--- config.mk ---
export PLATFORM = sky130hd
export DESIGN_NAME = fetch_queue
export DESIGN_NICKNAME = d
export VERILOG_FILES = /design/src/rtl/fetch_queue.sv
export SDC_FILE = /design/constraint.sdc
export NUM_CORES = 1
export LEC_CHECK = 0
export ABC_AREA = 1
export ABC_CLOCK_PERIOD_IN_PS = 14100
export CAP_MARGIN = 0
export CORE_ASPECT_RATIO = 1.25
export CORE_MARGIN = 4
export CORE_UTILIZATION = 35
export DETAILED_ROUTE_END_ITERATION = 7
export PLACE_DENSITY = 0.56
export SLEW_MARGIN = 5
export SYNTH_ARGS = -nofsm -noshare
export SYNTH_HDL_FRONTEND = slang
export SYNTH_SLANG_ARGS = --single-unit
--- constraint.sdc ---
create_clock -name clk -period 14.1 [get_ports clk]
set_input_delay 2.82 -clock clk [delete_from_list [all_inputs] [get_ports clk]]
set_output_delay 2.82 -clock clk [all_outputs]
set_load 0.03 [all_outputs]
--- src/rtl/fetch_queue.sv ---
// Instruction-fetch front end: owns the PC, issues 1-cycle-latency imem reads and buffers
// words in a DEPTH-entry prefetch FIFO. Define FETCH_QUEUE_PERF_EN for perf counters.
module fetch_queue #(
  parameter int unsigned       ADDR_W   = 16,
  parameter int unsigned       INSTR_W  = 16,
  parameter int unsigned       DEPTH    = 4,
  parameter logic [ADDR_W-1:0] RESET_PC = '0
) (
  input  logic                     clk,
  input  logic                     rst,
  output logic                     imem_rd_en,
  output logic [ADDR_W-1:0]        imem_addr,
  input  logic [INSTR_W-1:0]       imem_instr,
  output logic                     id_valid,
  input  logic                     id_ready,
  output logic [INSTR_W-1:0]       id_instr,
  output logic [ADDR_W-1:0]        id_pc_next,
  input  logic                     redirect_valid,
  input  logic [ADDR_W-1:0]        redirect_pc,
  input  logic                     halt,
`ifdef FETCH_QUEUE_PERF_EN
  output logic [31:0]              perf_fetch_cnt,
  output logic [31:0]              perf_flush_cnt,
  output logic [31:0]              perf_stall_cnt,
`endif
  output logic [$clog2(DEPTH):0]   count
);

  localparam int unsigned PtrW = $clog2(DEPTH);
  localparam int unsigned CntW = PtrW + 1;

  logic [ADDR_W-1:0]  pc_q;
  logic               halted_q;
  logic               inflight_q;
  logic [PtrW-1:0]    wr_ptr_q;
  logic [PtrW-1:0]    rd_ptr_q;
  logic [CntW-1:0]    count_q;
  logic [INSTR_W-1:0] instr_q [DEPTH];
  logic [ADDR_W-1:0]  pcn_q   [DEPTH];

  logic [CntW-1:0] occupancy;
  logic            push;
  logic            pop;

  always_comb begin
    // Slots are reserved at issue, so in-flight words count against capacity.
    occupancy  = count_q + CntW'(inflight_q);
    imem_rd_en = ~rst & ~halted_q & ~halt & ~redirect_valid & (occupancy < CntW'(DEPTH));
    imem_addr  = pc_q;
    id_valid   = (count_q != '0);
    id_instr   = instr_q[rd_ptr_q];
    id_pc_next = pcn_q[rd_ptr_q];
    count      = count_q;
    push       = inflight_q & ~redirect_valid;
    pop        = id_valid & id_ready & ~redirect_valid;
  end

  always_ff @(posedge clk or posedge rst) begin
    if (rst) begin
      pc_q       <= RESET_PC;
      halted_q   <= 1'b0;
      inflight_q <= 1'b0;
      wr_ptr_q   <= '0;
      rd_ptr_q   <= '0;
      count_q    <= '0;
      for (int i = 0; i < DEPTH; i++) begin
        instr_q[i] <= '0;
        pcn_q[i]   <= '0;
      end
    end else begin
      inflight_q <= imem_rd_en;
      if (halt) begin
        halted_q <= 1'b1;
      end
      if (redirect_valid) begin
        pc_q     <= redirect_pc;
        wr_ptr_q <= '0;
        rd_ptr_q <= '0;
        count_q  <= '0;
      end else begin
        if (imem_rd_en) begin
          pc_q <= pc_q + ADDR_W'(1);
        end
        if (push) begin
          // pc_q already advanced past the returning word, so it is that word's address+1.
          instr_q[wr_ptr_q] <= imem_instr;
          pcn_q[wr_ptr_q]   <= pc_q;
          wr_ptr_q          <= wr_ptr_q + PtrW'(1);
        end
        if (pop) begin
          rd_ptr_q <= rd_ptr_q + PtrW'(1);
        end
        count_q <= count_q + CntW'(push) - CntW'(pop);
      end
    end
  end

`ifdef FETCH_QUEUE_PERF_EN
  logic [31:0] fetch_q;
  logic [31:0] flush_q;
  logic [31:0] stall_q;
  logic [32:0] flush_sum;

  always_comb begin
    flush_sum      = {1'b0, flush_q} + 33'(occupancy);
    perf_fetch_cnt = fetch_q;
    perf_flush_cnt = flush_q;
    perf_stall_cnt = stall_q;
  end

  always_ff @(posedge clk or posedge rst) begin
    if (rst) begin
      fetch_q <= '0;
      flush_q <= '0;
      stall_q <= '0;
    end else begin
      if (push && (fetch_q != '1)) begin
        fetch_q <= fetch_q + 32'd1;
      end
      if (redirect_valid) begin
        flush_q <= flush_sum[32] ? '1 : flush_sum[31:0];
      end
      if (id_valid && !id_ready && (stall_q != '1)) begin
        stall_q <= stall_q + 32'd1;
      end
    end
  end
`endif

endmodule

==> flow_metrics.env <==
export IMPL_worst_path_most_repeated_cell="clkdlybuf4s50_1"
export IMPL_ys_warn_count=0
export IMPL_track_usage_pct=16.41
export IMPL_dpl_cell_area_sq_um=8084
export IMPL_dpl_hpwl_mm=10.65
export IMPL_post_route_period_util_pct=56.45
export IMPL_finalCriticalPeriod_ps=7959
export IMPL_worstSkewPairLatency_ps=420
export IMPL_hold_path_startpoint="pcn_q[18]$_DFFE_PP0P_"
export IMPL_synth_top_family_by_area="simple AND/OR/NAND/NOR gates"
export IMPL_drt_iter0_drc=420
export IMPL_grt_max_degree=83
export IMPL_min_path_cells=2
export IMPL_cp_required_ps=11280
export IMPL_cts_num_sinks=153
export IMPL_critical_path_class="in2out"
export IMPL_setup_violations=0
export IMPL_h_tree_depth=4
export IMPL_die_area_sq_um=22430
export IMPL_grt_pass1_wl_mm=29.60
export IMPL_fp_row_count=57
export IMPL_fillers=1991
export IMPL_vias=5763
export IMPL_antenna_found_initial=0
export IMPL_start_util_pct=35.84
export IMPL_postCtsSetupRepairBufs=0
export IMPL_grt_pass1_vias=5698
export IMPL_finClkSkew_ps=5.478
export IMPL_synth_top_cell_area_share_pct=54.47
export IMPL_synth_cell_type_count=29
export IMPL_peakVddDrop_uv=100.7
export IMPL_synthAdderAreaFrac_pct=1.531
export IMPL_tightest_slew_ps=1130
export IMPL_numCtsBuffers=17
export IMPL_io_pins=90
export IMPL_grt_overflow=0
export IMPL_route_detailed_drc=0
export IMPL_fin_nets=946
export IMPL_viasPerCell=4.896
export IMPL_reg2reg_depth=11
export IMPL_drv_slew=0
export IMPL_core_sq_um=19610
export IMPL_cts_resized=0
export IMPL_diodes=0
export IMPL_cts_buffer_depth=2
export IMPL_end_kind="primary output"
export IMPL_arrival_ps=5140
export IMPL_power_density_nw_per_um2=140.2
export IMPL_slowest_stage="clkdlybuf4s50_1"
export IMPL_slowest_delay_ps=740
export IMPL_drive_gt1_share_pct=5.482
export IMPL_port_buffers=89
export IMPL_path_buf_inv=4
export IMPL_routed_wl_mm=17.55
export IMPL_syn_area_per_cell_sq_um=8.418
export IMPL_area_delta_synth_final_pct=22.59
export IMPL_reg2reg_slack_ps=12030
export IMPL_cp_cell_sequence="clkdlybuf4s50_1 > inv_6 > nand2_4 > nor2_4 > inv_2 > nor2_8 > clkdlybuf4s50_1"
export IMPL_hold_violations=0
export IMPL_synthSimpleGateAreaFrac_pct=20.31
export IMPL_relSlewSlack_pct=24.41
export IMPL_finalInstanceArea_sq_um=8617
export IMPL_r2r_start="count[1]$_DFF_PP0_"
export IMPL_r2r_end="count[2]$_DFF_PP0_"
export IMPL_start_kind="input port"
export IMPL_gp_congestion=0.8034
export IMPL_synth_compound_area_share_pct=17.07
export IMPL_drv_cap=0
export IMPL_wl_per_cell_microns=14.91
export IMPL_clockRootBuffer="clkbuf_16"
export IMPL_yosysSeqAreaShare_pct=54.47
export IMPL_yosys_area_top_type="dfrtp_1"
export IMPL_yosys_top_cells_area="dfrtp_1 (54%), o21ai_0 (14%), nand2_1 (10%)"
export IMPL_finalSetupTns_ps=0
export IMPL_yosys_area_share_xor_xnor_pct=0.6230
export IMPL_leakage_nw=3.909
export IMPL_syn_area_sq_um=7029
export IMPL_status="completed"
export IMPL_max_freq_mhz=125.6
export IMPL_cts_tree="yes"
export IMPL_whs_endpoint="pcn_q[18]$_DFFE_PP0P_"
export IMPL_layout_common_cells="nand2_1 (193), o21ai_0 (193), dfrtp_1 (152)"
export IMPL_cts_hold_fix_buffers=0
export IMPL_chipHeight_microns=166.4
export IMPL_hold_path_class="reg2reg"
export IMPL_muxShareOfSynthArea_pct=0
export IMPL_fp_dieW_microns=134.8
export IMPL_rsz0062_at_grt="no"
export IMPL_cp_max_fo=82
export IMPL_dr_pass1_iters=4
export IMPL_syn_num_nets=880
export IMPL_drtAntennaViolNets=0
export IMPL_ys_ff_latch=153
export IMPL_path_clk_slew_ps=50
export IMPL_syn_inst=835
export IMPL_cp_top_family="buffers and inverters"
worst max-delay path by stage:
stage | startpoint | to | cells past startpoint
after floorplan | rst | imem_rd_en | 6
after CTS | rst | imem_rd_en | 7
after global routing | rst | imem_rd_en | 7
final | rst | imem_rd_en | 7
after detailed placement | rst | imem_rd_en | 7
after global placement | rst | imem_rd_en | 7
worst reg2reg max path: stages (launching register included):
cell and delay, ps:
dfrtp_1 460, nor2_1 130, nand2_1 100, nand2_1 90, nor2_1 50, ha_1 280, inv_1 60, ha_1 130
inv_1 40, fa_1 370, xor2_1 200, nor2_1 50
through the flow:
step	utilization (%)	instances	hold WS [ps]	total power [mW]	worst slack, ps
floorplan	-	835	447.8	0.6709	4681
global placement	41.22	1147	461.2	0.8048	6061
detailed placement	41.22	1147	467.5	0.8022	6075
CTS	43.94	1177	482.2	1.226	6070
global route	43.94	1177	496.6	1.271	5927
finish	43.94	1177	476.8	1.208	6141
synthesized netlist by cell type (all sizes together):
cell type and count:
nor2 87, a22o 1, a21oi 1, nand3 44, buf 18, nand4 7
clkbuf 30, dfrtp 153, nand2 198, ha 7, inv 52, xnor2 1
o21ai 197, or2 1, fa 1, xor2 4, nor3 1, o22ai 32
per-layer routing:
metal  vias up  GRT usage [%]  wire length (microns)
met1      2735          22.26                   8169
met5         -              0                      0
met2       119          26.04                   8280
met3        21          3.712                    849
met4         0          5.447                    246
li1       2888              -                      -
registers in the layout (all words and copies together), names as in the netlist:
| signal | cells |
|---|---|
| instr_q | 64 |
| pcn_q | 64 |
| imem_addr | 16 |
| count | 3 |
| rd_ptr_q | 2 |
| wr_ptr_q | 2 |
| halted_q | 1 |
| inflight_q | 1 |
cells by family (layout without fill, tap and decap cells):
kind of cell,count (synthesis),count (layout)
simple gates,338,338
xor+xnor,5,5
fa+ha+maj,8,8
flops,153,153
buf+inv,100,177
compound gates,231,231
where the power goes:
group / internal [mW] / leakage [nW] / switching (mW)
registers: 0.447 / 2.10 / 0.0114
logic: 0.119 / 1.55 / 0.211
clock network: 0.254 / 0.261 / 0.164
total: 0.821 / 3.91 / 0.387
cell type report:
type	count	area, sq um	area share (%)
well taps	265	331.6	3.848
multi-input cells	582	2779	32.25
flip-flops and latches	153	3830	44.45
inverters	52	207.7	2.410
clock buffers	27	493.0	5.721
clock inverters	3	40.04	0.4646
repair buffers	95	935.9	10.86
No activity file was read; power rests on OpenSTA's default activity.
